[src/rtl/rs232c_rx.sv]
// rs232c_rx: 8N1 UART receiver with valid/ack handshake, framing-error pulse and sticky overrun
module rs232c_rx #(
  parameter int CLKS_PER_BIT = 868,
  parameter int HALF_BIT     = CLKS_PER_BIT / 2
) (
  input  logic       clk,
  input  logic       rstn,
  input  logic       uart_rxd,
  input  logic       rx_ack,
  output logic [7:0] rxdata,
  output logic       rx_valid,
  output logic       frame_err,
  output logic       overrun,
  output logic       busy,
  output logic [7:0] LED
);
  localparam int CW = $clog2(CLKS_PER_BIT);

  typedef enum logic [2:0] {IDLE, START, DATA, STOP, BRK} state_t;

  state_t        state_q, state_d;
  logic [1:0]    sync_q;
  logic          rxs;
  logic [CW-1:0] cnt_q, cnt_d;
  logic [2:0]    idx_q, idx_d;
  logic [7:0]    shift_q, shift_d;
  logic [7:0]    data_q, data_d;
  logic          valid_q, valid_d;
  logic          ferr_q, ferr_d;
  logic          ovr_q, ovr_d;
  logic          half_hit, bit_hit;

  assign rxs      = sync_q[1];
  assign half_hit = cnt_q == CW'(HALF_BIT - 1);
  assign bit_hit  = cnt_q == CW'(CLKS_PER_BIT - 1);

  // Next-state: one counter reloaded at every sample point, no oversampling.
  always_comb begin
    state_d = state_q;
    cnt_d   = cnt_q + CW'(1);
    idx_d   = idx_q;
    shift_d = shift_q;
    data_d  = data_q;
    ferr_d  = 1'b0;
    valid_d = valid_q & ~rx_ack;
    ovr_d   = ovr_q & ~rx_ack;
    case (state_q)
      IDLE: begin
        cnt_d   = '0;
        state_d = rxs ? IDLE : START;
      end
      START: if (half_hit) begin
        cnt_d   = '0;
        idx_d   = '0;
        state_d = rxs ? IDLE : DATA;
      end
      DATA: if (bit_hit) begin
        cnt_d          = '0;
        shift_d[idx_q] = rxs;
        idx_d          = idx_q + 3'd1;
        state_d        = (idx_q == 3'd7) ? STOP : DATA;
      end
      STOP: if (bit_hit) begin
        cnt_d   = '0;
        state_d = rxs ? IDLE : BRK;
        if (rxs) begin
          data_d  = shift_q;
          valid_d = 1'b1;
          ovr_d   = valid_q & ~rx_ack;
        end else begin
          ferr_d  = 1'b1;
        end
      end
      BRK: begin
        cnt_d   = '0;
        state_d = rxs ? IDLE : BRK;
      end
      default: state_d = IDLE;
    endcase
  end

  // State and datapath registers; synchronizer presets to the idle-high line level.
  always_ff @(posedge clk) begin
    if (!rstn) begin
      sync_q  <= 2'b11;
      state_q <= IDLE;
      cnt_q   <= '0;
      idx_q   <= '0;
      shift_q <= '0;
      data_q  <= '0;
      valid_q <= 1'b0;
      ferr_q  <= 1'b0;
      ovr_q   <= 1'b0;
    end else begin
      sync_q  <= {sync_q[0], uart_rxd};
      state_q <= state_d;
      cnt_q   <= cnt_d;
      idx_q   <= idx_d;
      shift_q <= shift_d;
      data_q  <= data_d;
      valid_q <= valid_d;
      ferr_q  <= ferr_d;
      ovr_q   <= ovr_d;
    end
  end

  assign rxdata    = data_q;
  assign LED       = data_q;
  assign rx_valid  = valid_q;
  assign frame_err = ferr_q;
  assign overrun   = ovr_q;
  assign busy      = state_q != IDLE;
endmodule

[config.mk]
export PLATFORM = sky130hd
export DESIGN_NAME = rs232c_rx
export DESIGN_NICKNAME = d
export VERILOG_FILES = /design/src/rtl/rs232c_rx.sv
export SDC_FILE = /design/constraint.sdc
export NUM_CORES = 1
export LEC_CHECK = 0
export ABC_AREA = 1
export CAP_MARGIN = 5
export CORE_ASPECT_RATIO = 1.1
export CORE_MARGIN = 5
export CORE_UTILIZATION = 40
export CTS_BUF_LIST = sky130_fd_sc_hd__clkbuf_4 sky130_fd_sc_hd__clkbuf_8
export DETAILED_ROUTE_END_ITERATION = 7
export GPL_ROUTABILITY_DRIVEN = 0
export MAX_ROUTING_LAYER = met4
export PLACE_DENSITY = 0.58
export SYNTH_ARGS = -nofsm -noshare
export SYNTH_HDL_FRONTEND = slang
export SYNTH_SLANG_ARGS = --single-unit
[constraint.sdc]
create_clock -name clk -period 3.65 [get_ports clk]
set_clock_uncertainty 0.05 [all_clocks]
set_input_delay 0.73 -clock clk [delete_from_list [all_inputs] [get_ports clk]]
set_output_delay 0.73 -clock clk [all_outputs]
set_load 0.01 [all_outputs]
# Yosys cells after proc, flatten, opt, wreduce, memory -nomap -nowiden
# Cells that the tools add are included.
dict set report word_totals {
  in_bits 4
  register_bits 37
  output_inout_bits 20
  word_cells 61
}
dict set report classes {
  magnitude_cmp 2
  bitwise 3
  muxes 24
  addsub 2
  eq_ne 10
  reduce_logical 11
}
# op count
set op_table {}
lappend op_table {{case mux 10 bit (3 select lines)} 1}
lappend op_table {{2-to-1 mux 10 bit} 2}
lappend op_table {{2-to-1 mux 3 bit} 6}
lappend op_table {{case mux 3 bit (5 select lines)} 1}
lappend op_table {{AND reduction 3 bit} 4}
lappend op_table {{adder 10 x 1 -> 10 bit (second input constant)} 1}
lappend op_table {{== test 10 bit (second input constant)} 1}
lappend op_table {{== test 10 x 9 -> 1 bit (second input constant)} 1}
lappend op_table {{2-to-1 mux 1 bit} 10}
lappend op_table {{bitwise mux 8 bit} 1}
lappend op_table {{== test 3 x 2 -> 1 bit (second input constant)} 2}
lappend op_table {{== test 3 bit (second input constant)} 2}
lappend op_table {{!= test 2 bit (second input constant)} 3}
lappend op_table {{case mux 3 bit (2 select lines)} 1}
lappend op_table {{less-than comparator 3 x 4 -> 1 bit (second input constant)} 1}
lappend op_table {{OR reduction 2 bit} 2}
lappend op_table {{adder 3 x 1 -> 3 bit (second input constant)} 1}
lappend op_table {{demux 1 bit (select 3 bit)} 1}
lappend op_table {{== test 3 x 1 -> 1 bit (second input constant)} 1}
lappend op_table {{>= comparator 3 x 1 -> 1 bit (second input constant)} 1}
lappend op_table {{zero test 3 bit} 1}
lappend op_table {{nonzero test 3 bit} 1}
lappend op_table {{bitwise AND 1 bit} 2}
lappend op_table {{2-to-1 mux 2 bit} 1}
lappend op_table {{4 further kinds} 4}

# Logic depth before layout (Yosys ltp)
# Gate-level depths: netlist of the first run.
dict set report depth {
  word_depth 5
  mapped_depth 9
  depth_no_buf 9
}

# Least setup slack after synthesis of the first run
# Ideal clock, no wire load.
dict set report synth_timing {
  kind {input-to-reg}
  startpoint {input port rstn}
  endpoint {register ferr_q (netlist: frame_err)}
  arrival_time_ns 1.471
  setup_time_ns 0.092
  required_time_ns 3.508
  cell_stages 4
  n_path_buf 1
  slack_ns 2.037
  path_cell_list {buf_4 -> inv_1 -> or2_2 -> nor4_1}
}
dict set report synth_via {
  elab_chain_len 1
}
# item line_no
set synth_rtl {}
lappend synth_rtl {{start, declared} 7} ;# input logic rstn,
lappend synth_rtl {{AND reduction 3 bit (no source line)} -}
lappend synth_rtl {{end signal, assigned} 102} ;# ferr_q <= ferr_d;
lappend synth_rtl {{end, declared} 29} ;# logic ferr_q, ferr_d;
# Every way passes these cells.
# A chain may end at the register's enable or synchronous reset.

# Final worst setup path of the first run
dict set report layout_timing {
  startpoint {register state_q[0]}
  endpoint {output port busy}
}
dict set report layout_via {
  elab_chain_len 1
}
# item line_no
set layout_rtl {}
lappend layout_rtl {{start, declared} 21} ;# state_t state_q, state_d;
lappend layout_rtl {{start signal, assigned} 96} ;# state_q <= state_d;
lappend layout_rtl {{nonzero test 3 bit} 112} ;# assign busy = state_q != IDLE;
lappend layout_rtl {{end, declared} 14} ;# output logic busy,
# Every way passes these cells.

==> results of run 1 <==
[power groups by stage]
stage          sequential [W]  clock [W]  combinational (W)
2_1_floorplan        0.000422          0          0.0000408
3_3_place_gp         0.000425          0          0.0000531
3_5_place_dp         0.000425          0          0.0000533
4_1_cts              0.000416   0.000384          0.0000537
5_1_grt              0.000417   0.000405          0.0000612
6_report             0.000416   0.000373          0.0000532
[path summary, 6_finish.rpt]
kind                            from              endpoint  slack (ps)  depth (start not counted)
min             sync_q[0]$_SDFF_PN1_  sync_q[1]$_SDFF_PN1_         360                          1
min reg2reg     sync_q[0]$_SDFF_PN1_  sync_q[1]$_SDFF_PN1_         360                          1
max          state_q[0]$_SDFFE_PN0P_                  busy        1430                          3
max reg2reg      cnt_q[0]$_SDFF_PN0_   LED[6]$_SDFFE_PN0P_        1850                          8
[cell usage after synthesis, drive strengths merged]
master / count
a21oi: 7
buf: 12
clkbuf: 3
dfxtp: 37
ha: 4
inv: 50
nand2: 55
nand3: 20
nand4: 10
nor2: 53
nor3: 1
nor3b: 2
nor4: 1
o21ai: 16
or2: 3
xor2: 6
[state kept, by name, indices dropped and copies added, names as in the netlist]
register   cells
cnt_q         10
rx_valid       1
sync_q         2
LED            8
idx_q          3
shift_q        8
state_q        3
frame_err      1
overrun        1
[through the flow]
step	setup slack, ps	utilization	cells	total power, W
global placement	1170	0.463	345	0.000479
CTS	1430	0.489	353	0.000853
global route	1320	0.489	353	0.000883
finish	1430	0.489	353	0.000842
detailed placement	1130	0.463	345	0.000479
floorplan	2040	-	280	0.000463
[worst max-delay path, stage by stage (launching register included)]
cell             delay, ps
dfxtp_1                410
nor2_1                  80
nand2_1                110
clkdlybuf4s50_1        550
[logic make-up after synthesis]
group | after synthesis | share of synthesized area
AOI/OAI and AO/OA | 23 | 0.0759
xor gates and xnor gates | 6 | 0.0268
adders and majority gates | 4 | 0.0255
buffers and inverters | 65 | 0.146
DFF | 37 | 0.378
and+or+nand+nor | 145 | 0.348
[cell type report]
type | instances | area (µm²)
tap | 56 | 70.1
inverter | 50 | 188
multi-input combinational | 178 | 933
fill | 478 | 2390
sequential | 37 | 741
clock inverter | 2 | 37.5
clock buffer | 6 | 82.6
timing repair buffer | 24 | 238
[metal layers]
metal	GRT usage	wire [µm]	share of wire	vias to the layer above
met2	0.194	1620	0.43	34
li1	-	-	-	887
met4	0.0541	80	0.021	0
met3	0.0390	233	0.062	9
met1	0.155	1810	0.48	686
met5	-	0	0	-
==> impl_metrics.py, run 1 <==
metrics = {
    "routing": {
        "drt-pass1-iter-count": 4,
        "ant_nets": 0,
        "drt_iter0_drc": 67,
        "dr_total_vias": 1616,
        "wl_mm": 3.75,
        "drc_errors": 0,
        "vias_per_cell": 4.58,
        "wl_per_cell_um": 10.6,
    },
    "grt": {
        "grt_pass1_vias": 1446,
        "grt_max_degree": 19,
        "grt-ovfl-total": 0,
        "grt_pass1_wl_mm": 6.48,
        "grt_use_total": 0.127,
        "antenna_found_initial": 0,
    },
    "synth": {
        "synth_top_area_share": 0.378,
        "avgSynthCellArea_um2": 7.00,
        "synth_seq_cells": 37,
        "synth-seq-area-share": 0.378,
        "yosys.cell_types.count": 26,
        "synth_area_um2": 1960,
        "synthCells": 280,
        "synth_nets": 288,
        "ys_warn_count": 0,
        "ys_top_cells_by_area": "dfxtp_1, nand2_1, inv_1",
        "synth.largest_area_cell": "dfxtp_1",
    },
    "floorplanning": {
        "core.rowCount": 26,
        "dieArea_um2": 6400,
        "chipWidth_um": 76.8,
        "core-area_um2": 4680,
        "start_util": 0.419,
        "die_h_um": 83.4,
        "num_io_pins": 24,
    },
    "placed_design": {
        "hpwl_mm": 2.68,
        "portBuffers": 23,
        "placed_area_um2": 2170,
    },
    "cts": {
        "hold_buffers": 0,
        "cts_tree": "yes",
        "cts_sinks": 37,
        "cts_made_buffers": 5,
        "cts_resized": 0,
        "cts_setup_buffers": 0,
        "cts-root-buf": "clkbuf_8",
        "htreeDepth": 2,
        "clk_pin_slew_ps": 80,
        "cts_buffer_depth": 2,
        "insertion_delay_ps": 290,
    },
    "sta": {
        "fin_hold_ws_ps": 363,
        "maxSlewViolCount": 0,
        "timing_worst_slew_pin_value_ps": 755,
        "rsz0062_at_grt": "false",
        "final_hold_viol_count": 0,
        "fin_setup_tns_ps": 0,
        "fin_crit_sh": 0.609,
        "setup_viol": 0,
        "fmaxAchievable_mhz": 450,
        "maxSlewHeadroom": 0.495,
        "min_period_ps": 2220,
    },
    "power_and_ir_drop": {
        "netSwitchingFraction": 0.229,
        "combPwrFrac": 0.063,
        "clockPowerShare": 0.443,
        "power.density_nw_per_um2": 368,
        "ir_worst_vdd_mv": 0.186,
        "p_leak_nw": 1.01,
        "sequentialPowerShare": 0.494,
        "intPower_w": 0.000649,
        "netSwitchingPower_w": 0.000193,
    },
    "setup_path": {
        "critPathCaptureType": "primary output",
        "worstSetupStartpointType": "flip-flop",
        "crit_arrival_ps": 1440,
        "required_ps": 2870,
        "crit_type": "flip-flop to primary output",
        "cp_max_fo": 6,
    },
    "run_status": {
        "status": "completed",
    },
    "finish": {
        "final_common_cell": "nand2_1",
        "layout_common_cells": "nand2_1, nor2_1, inv_1, dfxtp_1, clkdlybuf4s50_1",
        "nets": 304,
        "area_growth_pct": 16.8,
        "diodes": 0,
        "drive_gt1_frac": 0.0976,
        "design_area_um2": 2290,
    },
    "flow_run": {
        "max_cap_viol_count": 0,
    },
    "min_path": {
        "worstHoldPathType": "flip-flop to flip-flop",
    },
}
Note: power is estimated with default switching activity, not from simulation.
==> inputs of run 2 (changes only) <==
- PLACE_DENSITY: 0.58 -> 0.6
- clock period: 3.65 -> 1.8 ns (I/O delays scaled with it)
==> run 2 against run 1 <==
Cell area rose by 1.3%. Count of clock-buffer cells in the layout grew 1. Hold slack about the same. Clock power rose by 57%. Critical path depth stayed put. First-iteration DRC count is 9.0% lower. Routed wire length down 1.1%.
==> impl_metrics.py, run 2 (synthesis results as in run 1) <==
metrics = {
    "sta": {
        "maxSlewHeadroom": 0.629,
        "fin_crit_sh": 0.963,
        "setup_viol": 0,
        "min_period_ps": 1730,
        "layout_setup_ws_ps": 65.8,
        "maxSlewViolCount": 0,
        "timing_worst_slew_pin_value_ps": 556,
        "final_hold_viol_count": 0,
        "fmaxAchievable_mhz": 577,
    },
    "placed_design": {
        "placed_area_um2": 2200,
        "dp_slack_ps": 114,
        "hpwl_mm": 2.74,
        "portBuffers": 23,
    },
    "floorplanning": {
        "dieArea_um2": 6400,
        "start_util": 0.419,
        "core-area_um2": 4680,
        "chipWidth_um": 76.8,
        "core.rowCount": 26,
        "die_h_um": 83.4,
        "num_io_pins": 24,
    },
    "finish": {
        "num-fill-cells": 494,
        "drive_gt1_frac": 0.130,
        "largest-register": "cnt_q",
        "final_core_util": 0.495,
        "design_area_um2": 2320,
        "diodes": 0,
        "largest_reg_flops": 10,
        "nets": 309,
        "layout_common_cells": "nand2_1, nor2_1, inv_1, dfxtp_1, clkdlybuf4s50_1",
        "final_common_cell": "nand2_1",
        "area_growth_pct": 18.3,
    },
    "grt": {
        "grt_pass1_wl_mm": 6.16,
        "grt-ovfl-total": 0,
        "grt_pass1_vias": 1431,
        "grt_use_total": 0.121,
        "antenna_found_initial": 0,
        "grt_max_degree": 19,
    },
    "min_path": {
        "hp-start": "sync_q[0]$_SDFF_PN1_",
        "worstHoldPathType": "flip-flop to flip-flop",
        "whs_path_depth": 1,
        "hold_end": "sync_q[1]$_SDFF_PN1_",
    },
    "routing": {
        "drt_iter0_drc": 61,
        "drt-pass1-iter-count": 4,
        "wl_per_cell_um": 10.4,
        "vias_per_cell": 4.52,
        "wl_mm": 3.71,
        "dr_total_vias": 1615,
        "ant_nets": 0,
        "drc_errors": 0,
    },
    "cts": {
        "insertion_delay_ps": 280,
        "htreeDepth": 2,
        "cts_sinks": 37,
        "cts_tree": "yes",
        "hold_buffers": 0,
        "cts_setup_buffers": 0,
        "clk_pin_slew_ps": 70,
        "cts_buffer_depth": 2,
        "cts-root-buf": "clkbuf_8",
        "cts_made_buffers": 5,
    },
    "setup_path": {
        "critPathCaptureType": "primary output",
        "reg2reg_to": "LED[3]$_SDFFE_PN0P_",
        "rrSetupSlack_ps": 230,
        "reg2reg_depth": 8,
        "worstSetupStartpointType": "flip-flop",
        "r2r-start": "cnt_q[1]$_SDFF_PN0_",
        "crit_chain": "inv_1 -> nand2_1 -> clkdlybuf4s50_1",
        "required_ps": 1390,
        "crit_arrival_ps": 1320,
        "cpPeakStageDelay_ps": 530,
        "crit_type": "flip-flop to primary output",
        "cp_max_fo": 4,
        "crit_slowest_cell": "clkdlybuf4s50_1",
    },
    "power_and_ir_drop": {
        "p_leak_nw": 1.02,
        "power.density_nw_per_um2": 668,
        "ir_worst_vdd_mv": 0.368,
    },
    "run_status": {
        "status": "completed",
    },
    "flow_run": {
        "max_cap_viol_count": 0,
    },
}
## run 2: cell count changes in the layout (fill, tap and decap cells not counted), sizes merged
cell,previous run,this run
buf,1,5
bufinv,1,0
clkbuf,6,7
clkinvlp,1,0
nand3,20,21
## run 2: per-layer routing
metal / GRT usage / wire, µm
met1: 0.132 / 1660
met2: 0.198 / 1800
met3: 0.0368 / 150
met4: 0.0620 / 96
met5: - / 0
## run 2: worst max path at each step
stage                           end  cells past startpoint  slack, ps                    start
3_3_place_gp   frame_err$_SDFF_PN0_                      4         90                     rstn
2_1_floorplan   LED[0]$_SDFFE_PN0P_                      9        240      cnt_q[0]$_SDFF_PN0_
4_1_cts                        busy                      3         50  state_q[2]$_SDFFE_PN0P_
5_1_grt                        busy                      3       -0.3  state_q[0]$_SDFFE_PN0P_
3_5_place_dp   frame_err$_SDFF_PN0_                      4        110                     rstn
6_report                       busy                      3         70  state_q[2]$_SDFFE_PN0P_
## run 2: report_power, final
group / switching [W] / internal [W]
sequential: 0.0000155 / 0.000830
clock: 0.000268 / 0.000319
combinational: 0.0000694 / 0.0000457
## run 2: timing repair
action,in CTS,in global routing
resized for setup,1,6
cloned,0,1
setup endpoints to repair,1,17
hold endpoints to repair,0,0
## run 2: through the flow
step | TNS [ps] | instances | power, W | hold WS, ps
after floorplan | 0 | 280 | 0.000938 | 343
after global placement | 0 | 349 | 0.000977 | 346
after detailed placement | 0 | 349 | 0.000977 | 349
after CTS | 0 | 356 | 0.00157 | 365
after global routing | -0.330 | 357 | 0.00162 | 392
final | 0 | 357 | 0.00155 | 363
## run 2: worst max-delay path, delay by kind of cell (launching register included)
kind | cells | cell delay [ps]
flip-flops | 1 | 370
buffers and inverters | 2 | 600
AND/OR/NAND/NOR | 1 | 80
## run 2: final cells by class
cell class,instances,area (µm²),share of cell area
multi-input combinational,179,958,0.413
clock buffer,7,90.1,0.0389
sequential,37,744,0.321
timing repair buffer,28,268,0.115
tap,56,70.1,0.0302
inverter,50,188,0.0809
==> inputs of run 3 (changes only) <==
- CORE_UTILIZATION: 40 -> 52
- PLACE_DENSITY: 0.6 -> 0.75
- REMOVE_ABC_BUFFERS: not set -> 1
==> run 3 against run 2 <==
First-iteration DRC count down 1.6%. Global-route usage up 5.6 points. Flip-flop and latch count unchanged. Power up 10%. Via count up 2.8%. Cell area up 1.5%. Non-clock buffer count up 1. Clock power up 27%. Critical path type is now flip-flop to flip-flop.
==> impl_metrics.py, run 3 (synthesis results as in run 1) <==
metrics = {
    "setup_path": {
        "cp_max_fo": 11,
        "crit_arrival_ps": 1740,
        "critPathCaptureType": "flip-flop",
        "critPathTopFamily": "simple AND/OR/NAND/NOR gates",
        "crit_slowest_cell": "dfxtp_1",
        "required_ps": 1930,
        "crit_type": "flip-flop to flip-flop",
        "cpPeakStageDelay_ps": 380,
        "worstSetupStartpointType": "flip-flop",
        "crit_chain": "ha_2 -> nand2_1 -> nor2_2 -> nand2_2 -> nor2_8 -> nand3_4 -> o21ai_2 -> nor2_1",
        "worst-path-buf-inv": 0,
    },
    "routing": {
        "drt-pass1-iter-count": 4,
        "ant_nets": 0,
        "vias_per_cell": 4.70,
        "dr_total_vias": 1660,
        "drt_iter0_drc": 60,
        "wl_per_cell_um": 11.0,
        "drc_errors": 0,
        "wl_mm": 3.87,
    },
    "flow_run": {
        "max_cap_viol_count": 0,
    },
    "sta": {
        "fmaxAchievable_mhz": 620,
        "fin_crit_sh": 0.896,
        "layout_setup_ws_ps": 188,
        "maxSlewViolCount": 0,
        "final_hold_viol_count": 0,
        "min_period_ps": 1610,
        "fin_setup_tns_ps": 0,
        "timing_worst_slew_pin_value_ps": 438,
        "maxSlewHeadroom": 0.708,
        "setup_viol": 0,
        "rsz0062_at_grt": "false",
    },
    "cts": {
        "cts_sinks": 37,
        "cts_made_buffers": 5,
        "htreeDepth": 2,
        "cts_tree": "yes",
        "cts_buffer_depth": 2,
        "clk_pin_slew_ps": 70,
        "hold_buffers": 0,
        "insertion_delay_ps": 280,
        "cts_setup_buffers": 0,
        "cts-root-buf": "clkbuf_8",
    },
    "finish": {
        "diodes": 0,
        "area_growth_pct": 20.0,
        "final_core_util": 0.644,
        "multiInputGateArea_um2": 961,
        "num-fill-cells": 337,
        "largest-register": "cnt_q",
        "final_common_cell": "nand2_1",
        "drive_gt1_frac": 0.135,
        "layout_common_cells": "nand2_1, nor2_1, inv_1, dfxtp_1, clkdlybuf4s50_1",
        "seqCellArea_um2": 744,
        "nets": 310,
        "stdcell_count": 353,
        "largest_reg_flops": 10,
    },
    "min_path": {
        "worstHoldPathType": "flip-flop to flip-flop",
    },
    "floorplanning": {
        "die_h_um": 74.4,
        "num_io_pins": 24,
        "dieArea_um2": 5100,
        "core-area_um2": 3650,
        "start_util": 0.536,
        "core.rowCount": 23,
        "chipWidth_um": 68.5,
    },
    "grt": {
        "grt_max_degree": 19,
        "antenna_found_initial": 0,
        "grt-ovfl-total": 0,
        "grt_use_total": 0.177,
        "grt_pass1_wl_mm": 6.57,
        "grt_pass1_vias": 1530,
    },
    "placed_design": {
        "portBuffers": 23,
        "dp_cells": 344,
        "hpwl_mm": 2.70,
        "dp_slack_ps": 93.3,
    },
    "power_and_ir_drop": {
        "power_w": 0.00170,
        "ir_worst_vdd_mv": 0.543,
        "power.density_nw_per_um2": 724,
        "p_leak_nw": 1.06,
    },
    "run_status": {
        "status": "completed",
    },
}
-- run 3: cell count changes in the layout (fill, tap and decap cells not counted) --
cell / previous run / this run
buf_4: 5 / 6
bufinv_16: 0 / 1
clkdlybuf4s50_1: 23 / 22
dlymetal6s2s_1: 0 / 1
nand2_1: 51 / 52
nand2_2: 4 / 3
nor3_1: 1 / 0
nor3_2: 0 / 1
-- run 3: area by class of cell --
class,instances,area share
repair buffers,29,0.118
well taps,50,0.0266
clock buffers,7,0.0383
clock inverters,1,0.0128
flip-flops and latches,37,0.316
inverters,50,0.0797
multi-input cells,179,0.408
-- run 3: what timing repair did --
action,in CTS,in global routing
pin swaps,0,1
gates resized for setup,1,7
gates cloned,0,1
setup endpoints to repair,1,15
-- run 3: where the power goes --
group	leakage (nW)	switching (W)	total (W)	internal [W]
clock network	0.0619	0.000279	0.000745	0.000467
logic	0.698	0.0000720	0.000115	0.0000430
registers	0.300	0.0000151	0.000844	0.000829
total	1.06	0.000366	0.00170	0.00134
-- run 3: worst paths after layout --
| path | start | slack (ps) | end | cells past startpoint |
|---|---|---|---|---|
| max | cnt_q[0]$_SDFF_PN0_ | 190 | LED[7]$_SDFFE_PN0P_ | 8 |
| min | sync_q[0]$_SDFF_PN1_ | 370 | sync_q[1]$_SDFF_PN1_ | 1 |
| min reg2reg | sync_q[0]$_SDFF_PN1_ | 370 | sync_q[1]$_SDFF_PN1_ | 1 |
| max reg2reg | cnt_q[0]$_SDFF_PN0_ | 190 | LED[7]$_SDFFE_PN0P_ | 8 |
-- run 3: metal layers --
metal	vias up	part of all wire	GRT usage
li1	901	-	-
met4	0	0.020	0.0839
met2	30	0.48	0.282
met3	7	0.047	0.0453
met1	722	0.45	0.206
met5	-	0	-
-- run 3: stage by stage --
| stage | cell area (µm²) | hold WS [ps] |
|---|---|---|
| final | 2350 | 369 |
| after global routing | 2350 | 415 |
| after CTS | 2320 | 371 |
| after detailed placement | 2200 | 352 |
| after global placement | 2200 | 345 |
| after floorplan | 1860 | 343 |
-- run 3: worst register-to-register path, stage by stage (launching register included) --
cell	delay [ps]
dfxtp_1	380
ha_2	230
nand2_1	70
nor2_2	100
nand2_2	90
nor2_8	190
nand3_4	180
o21ai_2	170
nor2_1	50
